File: src/rtl/heart_rate_calc.sv
// heart_rate_calc
//   Heartbeat detector and BPM calculator for filtered PPG samples.
//   A hysteretic peak/trough tracker finds candidate peaks; peaks at least
//   REFRACT samples after the previous beat become beats. The last four
//   beat-to-beat intervals are summed and 60*SAMPLE_RATE_HZ*4 is divided by
//   that sum with a 24-step restoring divider to give BPM (saturated to 255).
//   TIMEOUT samples without a beat declare the signal lost.
//
// Ports
//   clk          : rising-edge clock
//   reset        : synchronous, active-low
//   sample_valid : one-cycle strobe qualifying sample
//   sample       : filtered sample, unsigned DATA_W bits
//   beat         : one-cycle pulse per accepted heartbeat
//   bpm          : latest rate in BPM, 0 while no signal
//   bpm_valid    : one-cycle pulse when bpm is loaded by the divider
//   no_signal    : high while no valid rate is available
//
// Handshake: sample_valid is a pure strobe with no back-pressure; every cycle
// it is high, sample is consumed. There is no ready signal.
module heart_rate_calc #(
  parameter int DATA_W         = 10,
  parameter int SAMPLE_RATE_HZ = 100,
  parameter int HYST           = 8,
  parameter int REFRACT        = 30,
  parameter int TIMEOUT        = 300
) (
  input  logic              clk,
  input  logic              reset,
  input  logic              sample_valid,
  input  logic [DATA_W-1:0] sample,
  output logic              beat,
  output logic [7:0]        bpm,
  output logic              bpm_valid,
  output logic              no_signal
);

  // icnt saturates at TIMEOUT, so n = icnt + 1 can reach TIMEOUT + 1.
  localparam int ICNT_W = $clog2(TIMEOUT + 2);
  localparam int SUM_W  = 12;
  localparam int Q_W    = 24;
  localparam logic [Q_W-1:0]    DIVIDEND  = Q_W'(60 * SAMPLE_RATE_HZ * 4);
  localparam logic [ICNT_W-1:0] TIMEOUT_C = ICNT_W'(TIMEOUT);
  localparam logic [ICNT_W-1:0] REFRACT_C = ICNT_W'(REFRACT);
  localparam logic [DATA_W:0]   HYST_C    = (DATA_W + 1)'(HYST);
  localparam logic [4:0]        LAST_STEP = 5'(Q_W - 1);

  typedef enum logic {RISING = 1'b0, FALLING = 1'b1} det_state_t;
  typedef enum logic [1:0] {IDLE = 2'd0, DIVIDE = 2'd1, DONE = 2'd2} div_state_t;

  // ---------------- detector ----------------
  det_state_t        det_state, det_state_d;
  logic [DATA_W-1:0] pk_max, pk_max_d, pk_min, pk_min_d;
  logic [DATA_W:0]   sample_x, pk_max_x, pk_min_x;
  logic [ICNT_W-1:0] icnt, n;
  logic              peak_hit, trough_hit, is_beat, is_timeout;

  // One extra bit on every comparison so sample + HYST cannot wrap.
  assign sample_x   = {1'b0, sample};
  assign pk_max_x   = {1'b0, pk_max};
  assign pk_min_x   = {1'b0, pk_min};
  assign n          = icnt + ICNT_W'(1);
  assign peak_hit   = (det_state == RISING)  && (sample_x + HYST_C <= pk_max_x);
  assign trough_hit = (det_state == FALLING) && (sample_x >= pk_min_x + HYST_C);
  assign is_beat    = sample_valid && peak_hit && (n >= REFRACT_C);
  // A beat clears icnt, so it takes precedence over a coincident timeout.
  assign is_timeout = sample_valid && !is_beat && (n == TIMEOUT_C);

  always_ff @(posedge clk) begin
    if (!reset) begin
      det_state <= RISING;
      pk_max    <= '0;
      pk_min    <= '0;
    end else begin
      det_state <= det_state_d;
      pk_max    <= pk_max_d;
      pk_min    <= pk_min_d;
    end
  end

  always_comb begin
    det_state_d = det_state;
    pk_max_d    = pk_max;
    pk_min_d    = pk_min;
    if (sample_valid) begin
      if (is_timeout) begin
        det_state_d = RISING;
        pk_max_d    = sample;
      end else if (det_state == RISING) begin
        if (peak_hit) begin
          pk_min_d    = sample;
          det_state_d = FALLING;
        end else if (sample > pk_max) begin
          pk_max_d = sample;
        end
      end else begin
        if (trough_hit) begin
          pk_max_d    = sample;
          det_state_d = RISING;
        end else if (sample < pk_min) begin
          pk_min_d = sample;
        end
      end
    end
  end

  // ---------------- interval history ----------------
  logic [ICNT_W-1:0] hist [4];   // hist[0] is the newest interval
  logic [2:0]        hcount;
  logic              have_ref, div_req, pending;
  logic [SUM_W-1:0]  div_sum, push_sum;

  // Sum of the history as it will be after pushing n.
  assign push_sum = SUM_W'(hist[0]) + SUM_W'(hist[1]) + SUM_W'(hist[2]) + SUM_W'(n);

  // ---------------- divider ----------------
  div_state_t       div_state, div_state_d;
  logic [SUM_W-1:0] divisor, rem, rem_next;
  logic [SUM_W:0]   rem_sh;
  logic [Q_W-1:0]   quo, quo_next;
  logic [4:0]       step;
  logic             q_bit, div_start, div_finish;
  logic [7:0]       bpm_sat;

  // quo starts as the dividend; each step shifts its MSB into the partial
  // remainder and the new quotient bit into its LSB.
  assign rem_sh     = {rem, quo[Q_W-1]};
  assign q_bit      = rem_sh >= {1'b0, divisor};
  assign rem_next   = q_bit ? SUM_W'(rem_sh - {1'b0, divisor}) : rem_sh[SUM_W-1:0];
  assign quo_next   = {quo[Q_W-2:0], q_bit};
  assign div_finish = (div_state == DIVIDE) && (step == LAST_STEP) && !is_timeout;
  assign bpm_sat    = (|quo_next[Q_W-1:8]) ? 8'hFF : quo_next[7:0];
  assign bpm_valid  = (div_state == DONE);

  always_ff @(posedge clk) begin
    if (!reset) div_state <= IDLE;
    else        div_state <= div_state_d;
  end

  always_comb begin
    div_state_d = div_state;
    div_start   = 1'b0;
    case (div_state)
      IDLE: begin
        if (div_req || pending) begin
          div_state_d = DIVIDE;
          div_start   = 1'b1;
        end
      end
      DIVIDE:  if (step == LAST_STEP) div_state_d = DONE;
      DONE:    div_state_d = IDLE;
      default: div_state_d = IDLE;
    endcase
    // Loss of signal aborts any divide in flight.
    if (is_timeout) begin
      div_state_d = IDLE;
      div_start   = 1'b0;
    end
  end

  always_ff @(posedge clk) begin
    if (!reset) begin
      divisor <= '0;
      rem     <= '0;
      quo     <= '0;
      step    <= '0;
    end else if (div_start) begin
      divisor <= div_sum;
      rem     <= '0;
      quo     <= DIVIDEND;
      step    <= '0;
    end else if (div_state == DIVIDE) begin
      rem  <= rem_next;
      quo  <= quo_next;
      step <= step + 5'd1;
    end
  end

  // ---------------- counters, history and outputs ----------------
  always_ff @(posedge clk) begin
    if (!reset) begin
      icnt      <= '0;
      hist[0]   <= '0;
      hist[1]   <= '0;
      hist[2]   <= '0;
      hist[3]   <= '0;
      hcount    <= '0;
      have_ref  <= 1'b0;
      div_sum   <= '0;
      div_req   <= 1'b0;
      pending   <= 1'b0;
      beat      <= 1'b0;
      bpm       <= '0;
      no_signal <= 1'b1;
    end else begin
      beat    <= 1'b0;
      div_req <= 1'b0;

      if (sample_valid) begin
        if (is_beat)           icnt <= '0;
        else if (n > TIMEOUT_C) icnt <= TIMEOUT_C;
        else                   icnt <= n;
      end

      if (is_beat) begin
        beat <= 1'b1;
        if (!have_ref) begin
          // First beat only establishes the reference point.
          have_ref <= 1'b1;
        end else begin
          hist[0] <= n;
          hist[1] <= hist[0];
          hist[2] <= hist[1];
          hist[3] <= hist[2];
          div_sum <= push_sum;
          if (hcount != 3'd4) hcount <= hcount + 3'd1;
          div_req <= (hcount >= 3'd3);
        end
      end

      if (is_timeout) begin
        have_ref <= 1'b0;
        hcount   <= '0;
        hist[0]  <= '0;
        hist[1]  <= '0;
        hist[2]  <= '0;
        hist[3]  <= '0;
        div_sum  <= '0;
      end

      // A request that arrives while the divider is busy is remembered once.
      if (is_timeout || div_start)          pending <= 1'b0;
      else if (div_req && div_state != IDLE) pending <= 1'b1;

      if (is_timeout) begin
        no_signal <= 1'b1;
        bpm       <= '0;
      end else if (div_finish) begin
        no_signal <= 1'b0;
        bpm       <= bpm_sat;
      end
    end
  end

endmodule

File: config.mk
export PLATFORM = sky130hd
export DESIGN_NAME = heart_rate_calc
export DESIGN_NICKNAME = d
export VERILOG_FILES = /design/src/rtl/heart_rate_calc.sv
export SDC_FILE = /design/constraint.sdc
export NUM_CORES = 1
export LEC_CHECK = 0
export CAP_MARGIN = 15
export CORE_MARGIN = 3
export CORE_UTILIZATION = 50
export DETAILED_ROUTE_END_ITERATION = 10
export DONT_BUFFER_PORTS = 1
export GPL_TIMING_DRIVEN = 0
export PLACE_DENSITY = 0.68
export SLEW_MARGIN = 20
export SYNTH_ARGS = -nofsm -noshare
export SYNTH_HDL_FRONTEND = slang
export SYNTH_SLANG_ARGS = --single-unit
File: constraint.sdc
create_clock -name clk -period 10.1 [get_ports clk]
set_input_delay 2.525 -clock clk [delete_from_list [all_inputs] [get_ports clk]]
set_output_delay 2.525 -clock clk [all_outputs]
set_load 0.03 [all_outputs]
==> flow_metrics.py, run 1 <==
metrics = {
    "power": {
        "power.share.switching_pct": 26.9,
        "p_clk_share_pct": 44.6,
        "power_density_mw_per_mm2": 146,
        "internal_power_w": 0.000964,
        "p_seq_share_pct": 43.9,
        "switchingPower_w": 0.000354,
        "ir_drop_uv": 130,
        "p_comb_share_pct": 11.5,
        "p_leak_nw": 3.46,
    },
    "cells_and_area": {
        "fillCellCount": 1495,
        "antennaDiodeCount": 0,
        "syn_to_final_growth_pct": 10.2,
        "multiInputGateArea_mm2": 0.00465,
        "drive_gt1_share_pct": 5.83,
        "fin_cells": 1211,
        "seqCellArea_mm2": 0.00294,
        "nets": 1077,
    },
    "cts": {
        "clk_latency_ps": 430,
        "cts_hold_buf": 0,
        "tritoncts": "built",
        "cts_made_buffers": 17,
        "path_clk_slew_ps": 60,
        "h-tree-depth": 4,
        "cts_resized": 0,
        "clock_sinks": 138,
        "cts_root_buf": "clkbuf_16",
        "post_cts_buffers": 0,
        "cts.path.max_buffers": 2,
    },
    "floorplan": {
        "start_util_pct": 51.2,
        "core_area_mm2": 0.0159,
        "ioPinCount": 24,
        "dieArea_mm2": 0.0179,
        "die_w_um": 134,
        "rows": 46,
        "die_y_um": 134,
    },
    "routing": {
        "viasPerCell": 5.64,
        "vias": 6828,
        "wire_per_inst_um": 15.8,
        "routed_wl_um": 19100,
        "postRouteAntennaNets": 0,
        "drt_iter0_drc": 505,
        "drc_errors": 0,
        "drt_pass1_iterations": 5,
    },
    "timing": {
        "max_freq_mhz": 177,
        "worst_pin_slew_ps": 883,
        "final-hold-violation-count": 0,
        "setup_slack_ps": 4460,
        "finalCriticalPeriod_ps": 5640,
        "final.setup.tns_ps": 0,
        "rsz0062_at_grt": "false",
        "finalCritPeriodShare_pct": 55.8,
        "skew_ps": 8.91,
        "maxSlewViolCount": 0,
        "relSlewSlack_pct": 40.7,
        "finalSetupViolations": 0,
        "whs_ps": 453,
    },
    "synth": {
        "syn_area_mm2": 0.00817,
        "synth_edf_count": 18,
        "synth_cell_types": 67,
        "async_flop_share_pct": 0,
        "avgSynthCellArea_um2": 8.48,
        "syn_inst": 963,
        "synth_warnings": 0,
        "ys_seq_area_share_pct": 36.0,
        "ys.flop_type": "dfxtp_1",
        "yosys_register_bits": 138,
        "synth_nets": 1058,
    },
    "placement": {
        "dp_cells": 1179,
        "portBuffers": 0,
        "place_congestion": 0.874,
        "hpwl_um": 14100,
        "place_ws_ps": 3840,
    },
    "setup_path": {
        "start_kind": "input pin",
        "cp_max_fo": 10,
        "end_kind": "flip-flop",
        "cp_slowest_cell": "or4_1",
        "crit_path_max_incr_delay_ps": 560,
        "worst-path-buf-inv": 3,
        "rrSetupSlack_ps": 5820,
        "path_cells": "ha_1 -> inv_1 -> nor2_1 -> xor2_1 -> ha_1 -> a21oi_1 -> nand2_1 -> or4_1 -> a21bo_2 -> or3_1 -> clkbuf_1 -> clkbuf_1 -> nand3_1",
        "worstPathRequired_ps": 10170,
        "crit_family": "simple AND/OR/NAND/NOR gates",
        "arrival_ps": 5710,
        "critPathKind": "in -> reg",
    },
    "global_route": {
        "antenna_found_initial": 0,
        "grt_pass1_wl_um": 32100,
        "grt_max_degree": 17,
        "grt_pass1_vias": 6582,
        "grt.overflow.total": 0,
        "grt_usage_pct": 22.2,
    },
    "status": {
        "run_status": "finished, final reports clean",
    },
    "job": {
        "drv_cap": 0,
    },
    "min_path": {
        "hp-class": "reg -> reg",
    },
}
## sequential cells by signal (all words and copies together), names as in the netlist
| signal | flops |
|---|---|
| step | 5 |
| div_sum | 11 |
| pk_max | 10 |
| divisor | 11 |
| beat | 1 |
| rem | 12 |
| no_signal | 1 |
| have_ref | 1 |
| div_state | 2 |
| quo | 24 |
| icnt | 9 |
| hist | 27 |
| det_state | 1 |
| bpm | 8 |
| pk_min | 10 |
| hcount | 3 |
| pending | 1 |
| div_req | 1 |
## tightest hold or removal path, delay by kind of cell, from the launching register on
family	cells	cell delay, ps
and+or+nand+nor	1	50
AOI/OAI and AO/OA	1	50
DFF	1	310
## power by group through the flow
stage	Combinational, W	Sequential (W)	Clock (W)
finish	0.000152	0.000579	0.000587
detailed placement	0.000151	0.000590	0
CTS	0.000153	0.000579	0.000599
global placement	0.000149	0.000590	0
global route	0.000173	0.000580	0.000621
floorplan	0.000119	0.000588	0
## worst paths after layout
check / startpoint / endpoint / cells after the start
min: div_sum[9] / div_sum[9] / 2
max: sample[3] / hist[2][8] / 13
max reg2reg: icnt[0] / div_sum[10] / 15
min reg2reg: div_sum[9] / div_sum[9] / 2
## cells by family (layout without fill, tap and decap cells)
group / Yosys count / in the layout / synth area share (%)
fa+ha+maj: 82 / 82 / 14.3
simple gates: 334 / 334 / 20.0
compound gates: 215 / 215 / 16.4
xor+xnor: 31 / 31 / 3.32
flops: 138 / 138 / 36.0
buf+inv: 140 / 172 / 7.12
mux: 23 / 23 / 2.82
## Yosys cell counts (9+ instances only)
master | count | area, µm²
nand2b_1 | 9 | 56.3
nand3_1 | 37 | 185
nor2b_1 | 10 | 62.6
nand4_1 | 11 | 68.8
ha_1 | 63 | 788
and3_1 | 14 | 87.6
inv_1 | 89 | 334
xnor2_1 | 19 | 166
nor2_1 | 51 | 191
nor3_1 | 36 | 180
nand2_1 | 122 | 458
fa_1 | 19 | 380
a31oi_1 | 12 | 75.1
clkbuf_1 | 35 | 131
a21oi_1 | 81 | 405
o21ai_0 | 39 | 195
xor2_1 | 12 | 105
edfxtp_1 | 18 | 541
a211oi_1 | 25 | 188
mux2i_1 | 23 | 230
dfxtp_1 | 120 | 2400
nor4_1 | 14 | 87.6
## per-stage QoR
stage | power [W] | instance area, µm² | util [%]
after floorplan | 0.000707 | 8170 | -
after global placement | 0.000739 | 8440 | 52.9
after detailed placement | 0.000742 | 8440 | 52.9
after CTS | 0.00133 | 9000 | 56.5
after global routing | 0.00137 | 9010 | 56.5
final | 0.00132 | 9010 | 56.5
## per-layer routing
| layer | wire length (µm) | vias to the layer above | global-route usage, % |
|---|---|---|---|
| met2 | 8940 | 157 | 36.4 |
| met4 | 355 | 0 | 6.91 |
| met3 | 896 | 30 | 4.76 |
| met1 | 8920 | 3220 | 29.6 |
| li1 | - | 3421 | - |
| met5 | 0 | - | 0 |
## final cells by class
| type | instances | area share [%] |
|---|---|---|
| Buffer | 51 | 2.75 |
| Clock buffer | 18 | 5.00 |
| Clock inverter | 14 | 1.22 |
| Inverter | 89 | 3.71 |
| Multi-Input combinational cell | 685 | 51.6 |
| Sequential cell | 138 | 32.7 |
| Tap cell | 216 | 3.00 |
## placed cells by master, fill, tap and decap left out, drive strengths merged, types with 18 or more instances in the layout
master / synthesis / routed
mux2i: 23 / 23
nor3: 36 / 36
nand2: 124 / 124
a21oi: 82 / 82
ha: 63 / 63
fa: 19 / 19
o21ai: 40 / 40
nor2: 51 / 51
nand3: 37 / 37
edfxtp: 18 / 18
inv: 89 / 93
clkbuf: 35 / 53
xnor2: 19 / 19
a211oi: 25 / 25
dfxtp: 120 / 120
(Power assumes the default switching activity.)
==> run 2: changes to the inputs <==
clock period = 5.75 ns   (was 10.1 ns; I/O delays follow)
==> results of run 2 <==
Same layout as run 1 (identical final DEF). Status: finished, final reports clean.
Among the figures that moved: setup slack after placement 3840 ps -> 573 ps; setup slack after layout 4460 ps -> 1200 ps; register-to-register setup slack 5820 ps -> 1470 ps; total power 0.00132 W -> 0.00231 W; worst IR drop on VDD 130 µV -> 229 µV
